**config.mk**
```make
export PLATFORM = sky130hd
export DESIGN_NAME = bonus_ship_controller_flat
export DESIGN_NICKNAME = d
export VERILOG_FILES = /design/src/rtl/bonus_ship_pkg.sv /design/src/rtl/bonus_ship_controller_if.sv /design/src/rtl/bonus_frame_timer.sv /design/src/rtl/bonus_ship_controller.sv /design/src/flat_wrapper.sv
export SDC_FILE = /design/constraint.sdc
export NUM_CORES = 1
export LEC_CHECK = 0
export ABC_AREA = 0
export CAP_MARGIN = 30
export CORE_MARGIN = 10
export CORE_UTILIZATION = 50
export CTS_CLUSTER_DIAMETER = 200
export DETAILED_ROUTE_END_ITERATION = 6
export GPL_TIMING_DRIVEN = 0
export PLACE_DENSITY = 0.77
export SETUP_SLACK_MARGIN = 0.15
export SYNTH_ARGS = -nofsm -noshare
export SYNTH_HDL_FRONTEND = slang
export SYNTH_HIERARCHICAL = 1
export SYNTH_SLANG_ARGS = --single-unit
```
**constraint.sdc**
```tcl
create_clock -name clk -period 3.5 [get_ports clk]
set_clock_uncertainty 0.05 [all_clocks]
set_input_delay 0.875 -clock clk [delete_from_list [all_inputs] [get_ports clk]]
set_output_delay 0.875 -clock clk [all_outputs]
set_load 0.1 [all_outputs]
```
**src/rtl/bonus_ship_pkg.sv**
```systemverilog
// Bonus ship shared types and default geometry/timing.
// Holds the FSM state enum and the default parameter values.
package bonus_ship_pkg;

    typedef enum logic [1:0] {
        ST_IDLE   = 2'd0,
        ST_FLYING = 2'd1,
        ST_HIT    = 2'd2
    } state_t;

    localparam int SHIP_WIDTH_D   = 64;
    localparam int SHIP_HEIGHT_D  = 32;
    localparam int TOP_Y_D        = 40;
    localparam int SCREEN_WIDTH_D = 640;
    localparam int SPAWN_FRAMES_D = 600;
    localparam int SPEED_D        = 2;
    localparam int HIT_FRAMES_D   = 30;

    localparam int CNT_W = 16;

endpackage

```
**src/rtl/bonus_ship_controller_if.sv**
```systemverilog
// Bonus ship bus: scan position, frame/game/collision inputs and draw outputs.
// slave = controller side, master = driver/observer side.
interface bonus_ship_if;

    logic [10:0] pixelX;
    logic [10:0] pixelY;
    logic        startOfFrame;
    logic        playGame;
    logic        collision;
    logic        InsideRectangle;
    logic [10:0] offsetX;
    logic [10:0] offsetY;
    logic        bonusHit;
    logic        shipActive;

    modport slave (
        input  pixelX, pixelY, startOfFrame, playGame, collision,
        output InsideRectangle, offsetX, offsetY, bonusHit, shipActive
    );

    modport master (
        output pixelX, pixelY, startOfFrame, playGame, collision,
        input  InsideRectangle, offsetX, offsetY, bonusHit, shipActive
    );

endinterface

```
**src/rtl/bonus_frame_timer.sv**
```systemverilog
// Frame counter: counts i_sof while enabled, o_done on the terminal pulse.
// Ports: clk, resetN, i_sof, i_en, i_clear, i_term (terminal count), o_done.
module bonus_frame_timer
    import bonus_ship_pkg::*;
(
    input  logic             clk,
    input  logic             resetN,
    input  logic             i_sof,
    input  logic             i_en,
    input  logic             i_clear,
    input  logic [CNT_W-1:0] i_term,
    output logic             o_done
);

    logic [CNT_W-1:0] r_count;
    logic             w_done;

    // done fires on the pulse that would bring the count up to i_term
    assign w_done = i_en && i_sof && (r_count == i_term - 1'b1);
    assign o_done = w_done;

    always_ff @(posedge clk or negedge resetN) begin
        if (!resetN) begin
            r_count <= '0;
        end else if (i_clear || w_done) begin
            r_count <= '0;
        end else if (i_en && i_sof) begin
            r_count <= r_count + 1'b1;
        end
    end

endmodule

```
**src/rtl/bonus_ship_controller.sv**
```systemverilog
// Bonus ship: spawns after an idle delay, crosses the screen, can be shot.
// Ports: clk, resetN, bus (bonus_ship_if.slave: scan/frame inputs, draw outputs).
module bonus_ship_controller
    import bonus_ship_pkg::*;
#(
    parameter int SHIP_WIDTH   = SHIP_WIDTH_D,
    parameter int SHIP_HEIGHT  = SHIP_HEIGHT_D,
    parameter int TOP_Y        = TOP_Y_D,
    parameter int SCREEN_WIDTH = SCREEN_WIDTH_D,
    parameter int SPAWN_FRAMES = SPAWN_FRAMES_D,
    parameter int SPEED        = SPEED_D,
    parameter int HIT_FRAMES   = HIT_FRAMES_D
)(
    input  logic         clk,
    input  logic         resetN,
    bonus_ship_if.slave  bus
);

    localparam logic signed [11:0] C_LEFT  = 12'(-SHIP_WIDTH);
    localparam logic signed [11:0] C_RIGHT = 12'(SCREEN_WIDTH);
    localparam logic signed [11:0] C_SPEED = 12'(SPEED);

    state_t                r_state;
    logic signed [11:0]    r_pos;
    logic                  r_rtl;
    logic                  r_next_rtl;
    logic                  r_hit;
    logic                  r_active;

    logic                  w_done;
    logic                  w_clear;
    logic                  w_en;
    logic [CNT_W-1:0]      w_term;
    logic signed [11:0]    w_next_pos;
    logic                  w_exit;
    logic signed [12:0]    w_px;
    logic signed [12:0]    w_left;
    logic signed [12:0]    w_right;
    logic [11:0]           w_py;
    logic                  w_in_x;
    logic                  w_in_y;

    // counter idles at zero in flight, so HIT always starts from a clean count
    assign w_en    = (r_state != ST_FLYING);
    assign w_clear = !bus.playGame || (r_state == ST_FLYING);
    assign w_term  = (r_state == ST_HIT) ? CNT_W'(HIT_FRAMES)
                                         : CNT_W'(SPAWN_FRAMES);

    bonus_frame_timer u_timer (
        .clk     (clk),
        .resetN  (resetN),
        .i_sof   (bus.startOfFrame),
        .i_en    (w_en),
        .i_clear (w_clear),
        .i_term  (w_term),
        .o_done  (w_done)
    );

    assign w_next_pos = r_rtl ? (r_pos - C_SPEED) : (r_pos + C_SPEED);
    assign w_exit     = r_rtl ? (w_next_pos <= C_LEFT)
                              : (w_next_pos >= C_RIGHT);

    always_ff @(posedge clk or negedge resetN) begin
        if (!resetN) begin
            r_state    <= ST_IDLE;
            r_pos      <= '0;
            r_rtl      <= 1'b0;
            r_next_rtl <= 1'b0;
            r_hit      <= 1'b0;
            r_active   <= 1'b0;
        end else begin
            r_hit <= 1'b0;
            if (!bus.playGame) begin
                r_state    <= ST_IDLE;
                r_active   <= 1'b0;
                r_next_rtl <= 1'b0;
            end else begin
                unique case (r_state)
                    ST_IDLE: begin
                        if (w_done) begin
                            r_state    <= ST_FLYING;
                            r_active   <= 1'b1;
                            r_rtl      <= r_next_rtl;
                            r_next_rtl <= !r_next_rtl;
                            r_pos      <= r_next_rtl ? C_RIGHT : C_LEFT;
                        end
                    end
                    ST_FLYING: begin
                        // collision beats a coincident frame move
                        if (bus.collision) begin
                            r_state  <= ST_HIT;
                            r_active <= 1'b0;
                            r_hit    <= 1'b1;
                        end else if (bus.startOfFrame) begin
                            r_pos <= w_next_pos;
                            if (w_exit) begin
                                r_state  <= ST_IDLE;
                                r_active <= 1'b0;
                            end
                        end
                    end
                    ST_HIT: begin
                        if (w_done) begin
                            r_state <= ST_IDLE;
                        end
                    end
                    default: begin
                        r_state  <= ST_IDLE;
                        r_active <= 1'b0;
                    end
                endcase
            end
        end
    end

    // 13-bit signed compare keeps off-screen left edges correct
    assign w_px    = $signed({2'b00, bus.pixelX});
    assign w_left  = {r_pos[11], r_pos};
    assign w_right = w_left + 13'(SHIP_WIDTH);
    assign w_py    = {1'b0, bus.pixelY};
    assign w_in_x  = (w_px >= w_left) && (w_px < w_right);
    assign w_in_y  = (w_py >= 12'(TOP_Y))
                  && (w_py < 12'(TOP_Y + SHIP_HEIGHT));

    assign bus.InsideRectangle = r_active && w_in_x && w_in_y;
    assign bus.offsetX         = bus.pixelX - r_pos[10:0];
    assign bus.offsetY         = bus.pixelY - 11'(TOP_Y);
    assign bus.bonusHit        = r_hit;
    assign bus.shipActive      = r_active;

endmodule

```
**src/flat_wrapper.sv**
```systemverilog
// flat-port wrapper written by rule: the top's interface ports become plain ports
module bonus_ship_controller_flat import bonus_ship_pkg::*;
#(
    parameter int SHIP_WIDTH   = SHIP_WIDTH_D,
    parameter int SHIP_HEIGHT  = SHIP_HEIGHT_D,
    parameter int TOP_Y        = TOP_Y_D,
    parameter int SCREEN_WIDTH = SCREEN_WIDTH_D,
    parameter int SPAWN_FRAMES = SPAWN_FRAMES_D,
    parameter int SPEED        = SPEED_D,
    parameter int HIT_FRAMES   = HIT_FRAMES_D
)
  (clk, resetN, bus_pixelX, bus_pixelY, bus_startOfFrame, bus_playGame, bus_collision, bus_InsideRectangle, bus_offsetX, bus_offsetY, bus_bonusHit, bus_shipActive);
  bonus_ship_if bus_i ();
  input  logic clk;
  input  logic resetN;
  input wire logic [$bits(bus_i.pixelX)-1:0] bus_pixelX;
  input wire logic [$bits(bus_i.pixelY)-1:0] bus_pixelY;
  input wire logic [$bits(bus_i.startOfFrame)-1:0] bus_startOfFrame;
  input wire logic [$bits(bus_i.playGame)-1:0] bus_playGame;
  input wire logic [$bits(bus_i.collision)-1:0] bus_collision;
  output wire logic [$bits(bus_i.InsideRectangle)-1:0] bus_InsideRectangle;
  output wire logic [$bits(bus_i.offsetX)-1:0] bus_offsetX;
  output wire logic [$bits(bus_i.offsetY)-1:0] bus_offsetY;
  output wire logic [$bits(bus_i.bonusHit)-1:0] bus_bonusHit;
  output wire logic [$bits(bus_i.shipActive)-1:0] bus_shipActive;
  assign bus_i.pixelX = bus_pixelX;
  assign bus_i.pixelY = bus_pixelY;
  assign bus_i.startOfFrame = bus_startOfFrame;
  assign bus_i.playGame = bus_playGame;
  assign bus_i.collision = bus_collision;
  assign bus_InsideRectangle = bus_i.InsideRectangle;
  assign bus_offsetX = bus_i.offsetX;
  assign bus_offsetY = bus_i.offsetY;
  assign bus_bonusHit = bus_i.bonusHit;
  assign bus_shipActive = bus_i.shipActive;
  bonus_ship_controller #(.SHIP_WIDTH(SHIP_WIDTH), .SHIP_HEIGHT(SHIP_HEIGHT), .TOP_Y(TOP_Y), .SCREEN_WIDTH(SCREEN_WIDTH), .SPAWN_FRAMES(SPAWN_FRAMES), .SPEED(SPEED), .HIT_FRAMES(HIT_FRAMES)) u_core (.clk(clk), .resetN(resetN), .bus(bus_i));
endmodule
```
==> flow_summary.yaml <==
place:
  numPortBuffers: 51
  dp_hpwl_microns: 7100
  routabilityCongestion: 0.851
  pre_cts_slack_ns: -1.62
  dp_cells: 612
timing:
  fin_crit_ns: 3.75
  max-slew-margin-rel_pct: 34.3
  hold_violations: 0
  slew_violations: 0
  setup_viol: 4
  fin_ws_ns: -0.251
  rsz0062_at_grt: "true"
  timing.fmax_mhz: 267
  finalCritPeriodShare_pct: 107
  final.setup.tns_ns: -0.635
  tightest_slew_ns: 0.985
run_status:
  status: "finished, violations left"
  violations: "setup timing"
finish:
  stdcell_count: 653
  fin_nets: 614
  area_delta_synth_final_pct: 49.4
  diodes: 0
  layout-drive-gt1-share_pct: 25.5
clock_network:
  cts_tree: "yes"
  clk_latency_ns: 0.29
  ctsHoldBuffers: 0
  cts_made_buffers: 5
  cts_buffer_depth: 2
  htreeDepth: 2
  cts-root-buf: "clkbuf_8"
  clk_pin_slew_ns: 0.07
  clock_sinks: 33
grt:
  grt_max_degree: 34
  grt_util_all_layers_pct: 17.2
  grt_first_pass_wirelength_microns: 15900
  grt_pass1_vias: 3433
  antenna_found_initial: 0
  grt_overflow: 0
detailed_routing:
  wirelength_microns: 9860
  first_pass_iters: 4
  top_layer: "met4"
  wl_per_cell_microns: 15.1
  drc_errors: 0
  met2_length_microns: 5120
  via_count: 3480
  wl_met3_microns: 333
  wl_met1_microns: 4210
  ant_nets: 0
  viasPerCell: 5.33
  first_iter_violations: 165
logic_synthesis:
  syn_area_sq_um: 3500
  synth_edf_count: 0
  synth-async-reset-ratio_pct: 100
  ys_seq_area_share_pct: 23.6
  synth_cells: 421
  synth_cell_types: 64
  ys.flop_type: "dfrtp_1"
  ys_ff_latch: 33
  ys_warn_count: 6
  avgSynthCellArea_sq_um: 8.30
power_and_ir_drop:
  p_seq_share_pct: 34.1
  p_sw_mw: 0.426
  power_leakage_nw: 2.24
  p_total_mw: 1.13
  intPower_mw: 0.707
  clkPwrFrac_pct: 28.5
  p_sw_share_pct: 37.6
  p_per_area_nw_per_um2: 217
  ir_drop_mv: 0.176
  combinationalPowerShare_pct: 37.4
worst_setup_path:
  critPathMaxFanout: 3
  r2r_start: "u_core/r_state[0]"
  r2r_setup_slack_ns: 0.26
  r2r-end: "u_core/r_pos[2]"
  worstSetupStartpointType: "primary input"
  rr_worst_depth: 15
  critPathCaptureType: "output port"
  required_ns: 2.57
  cp.arrival_ns: 2.83
  path_class: "in2out"
min_path:
  holdPathStages: 2
  holdPathEnd: "u_core/r_rtl"
  min_from: "u_core/r_next_rtl"
  hp-class: "reg2reg"
floorplan:
  initial_core_util_pct: 51.5
  dieArea_sq_um: 10700
  coreArea_sq_um: 6790
  die_h_microns: 104
  std_cell_rows: 30
  io_pins: 52
  die_w_microns: 104
job:
  maxCapViolations: 0
-- worst max-delay path, cell delays in order --
cell	delay, ns
buf_6	0.10
ha_4	0.21
o21a_1	0.19
o21a_1	0.19
o21ai_2	0.20
a21boi_4	0.09
o21a_1	0.21
o41a_1	0.38
xor2_4	0.18
buf_12	0.19
-- layout make-up --
class / instances / area (sq um)
plain buffers: 16 / 106
multi-input cells: 387 / 3140
fillers: 478 / 1570
repair buffers: 84 / 811
inverters: 29 / 120
flip-flops and latches: 33 / 828
clock inverters: 1 / 5.00
well taps: 96 / 120
clock buffers: 7 / 96.3
-- state kept, by name (all words and copies together), names as in the netlist --
register	cells
u_core/bus.bonusHit	1
u_core/u_timer/r_count	16
u_core/r_rtl	1
u_core/r_pos	11
u_core/bus.shipActive	1
u_core/r_next_rtl	1
u_core/r_state	2
-- stage by stage --
stage          util (%)  hold WS, ns  instance area [sq um]
2_1_floorplan         -        0.424                   3980
3_3_place_gp       67.8        0.463                   4610
3_5_place_dp       67.7        0.468                   4600
4_1_cts            73.4        0.480                   4990
5_1_grt            76.9        0.516                   5220
6_report           76.9        0.482                   5220
-- worst max-delay path by stage --
stage,start,depth (start not counted),slack [ns],endpoint
floorplan,bus_pixelY[3],6,-0.38,bus_InsideRectangle
global placement,bus_pixelX[1],10,-1.62,bus_offsetX[9]
detailed placement,bus_pixelX[1],10,-1.62,bus_offsetX[9]
CTS,bus_pixelX[1],10,-0.34,bus_offsetX[9]
global route,bus_pixelX[1],10,-0.30,bus_offsetX[9]
finish,bus_pixelX[1],10,-0.25,bus_offsetX[9]
-- cells by family after synthesis --
| kind of cell | Yosys count | share of synthesized area [%] |
|---|---|---|
| other cells | 2 | 0.215 |
| xor+xnor | 61 | 15.3 |
| buf+inv | 45 | 5.62 |
| mux | 2 | 0.573 |
| simple gates | 159 | 24.9 |
| flops | 33 | 23.6 |
| compound gates | 88 | 18.3 |
| fa+ha+maj | 31 | 11.5 |
-- cells in the final DEF, fill, tap and decap left out, types with 5 or more instances in the layout --
cell             instances
nor2b_1                  6
buf_4                   38
nor2_1                  21
dlygate4sd2_1            9
nand2_1                 24
nor3_1                  26
inv_1                   25
nand3b_1                 6
nand3_1                 17
nand2b_1                 7
nor2_4                   5
xor2_1                  20
o21ai_0                 12
nand4_1                  9
dlymetal6s2s_1           5
or3_1                    5
buf_12                   7
a22oi_1                  5
conb_1                  46
a21oi_1                 10
dfrtp_1                 31
clkdlybuf4s50_1         15
xnor2_1                 29
buf_6                    5
buf_2                    8
a31oi_1                  6
ha_1                    18
ha_4                    10
clkbuf_8                 7
-- Yosys cell counts (all sizes together), types with 3 or more instances --
cell | number | share of area [%]
a211oi | 6 | 1.6
a21boi | 3 | 0.75
a21o | 7 | 1.6
a21oi | 15 | 2.1
a22oi | 5 | 1.1
a311oi | 3 | 0.93
a31oi | 6 | 1.1
and2 | 4 | 0.72
and3 | 3 | 0.54
buf | 10 | 1.9
clkbuf | 6 | 0.64
dfrtp | 33 | 24
ha | 29 | 10
inv | 29 | 3.1
nand2 | 24 | 2.6
nand2b | 9 | 1.6
nand3 | 17 | 2.4
nand3b | 6 | 1.3
nand4 | 9 | 1.6
nor2 | 27 | 2.9
nor2b | 9 | 1.6
nor3 | 27 | 3.9
nor4 | 5 | 0.89
nor4b | 3 | 1.2
o21a | 4 | 0.86
o21ai | 18 | 2.6
o221ai | 3 | 0.75
o31ai | 3 | 0.64
or2 | 3 | 0.54
or3 | 5 | 0.89
xnor2 | 35 | 8.8
xor2 | 26 | 6.5
-- power groups by stage --
stage / Sequential, mW / Clock (mW) / Combinational [mW]
global placement: 0.394 / 0 / 0.383
finish: 0.387 / 0.323 / 0.423
detailed placement: 0.394 / 0 / 0.387
floorplan: 0.394 / 0 / 0.281
CTS: 0.387 / 0.329 / 0.403
global route: 0.387 / 0.347 / 0.446
-- repair_timing --
item                                    4_1_cts  5_1_grt
pin swaps                                    28       24
setup buffers                                20       13
gates resized for setup                     141       42
endpoints found under the setup margin       38       23
-- layer usage --
| layer | global-route usage (%) | vias up |
|---|---|---|
| met2 | 30.1 | 77 |
| met1 | 21.0 | 1658 |
| met3 | 2.42 | 13 |
| met4 | 5.95 | 0 |
| li1 | - | 1732 |
| met5 | 0 | - |
Note: power is estimated with default switching activity, not from simulation.
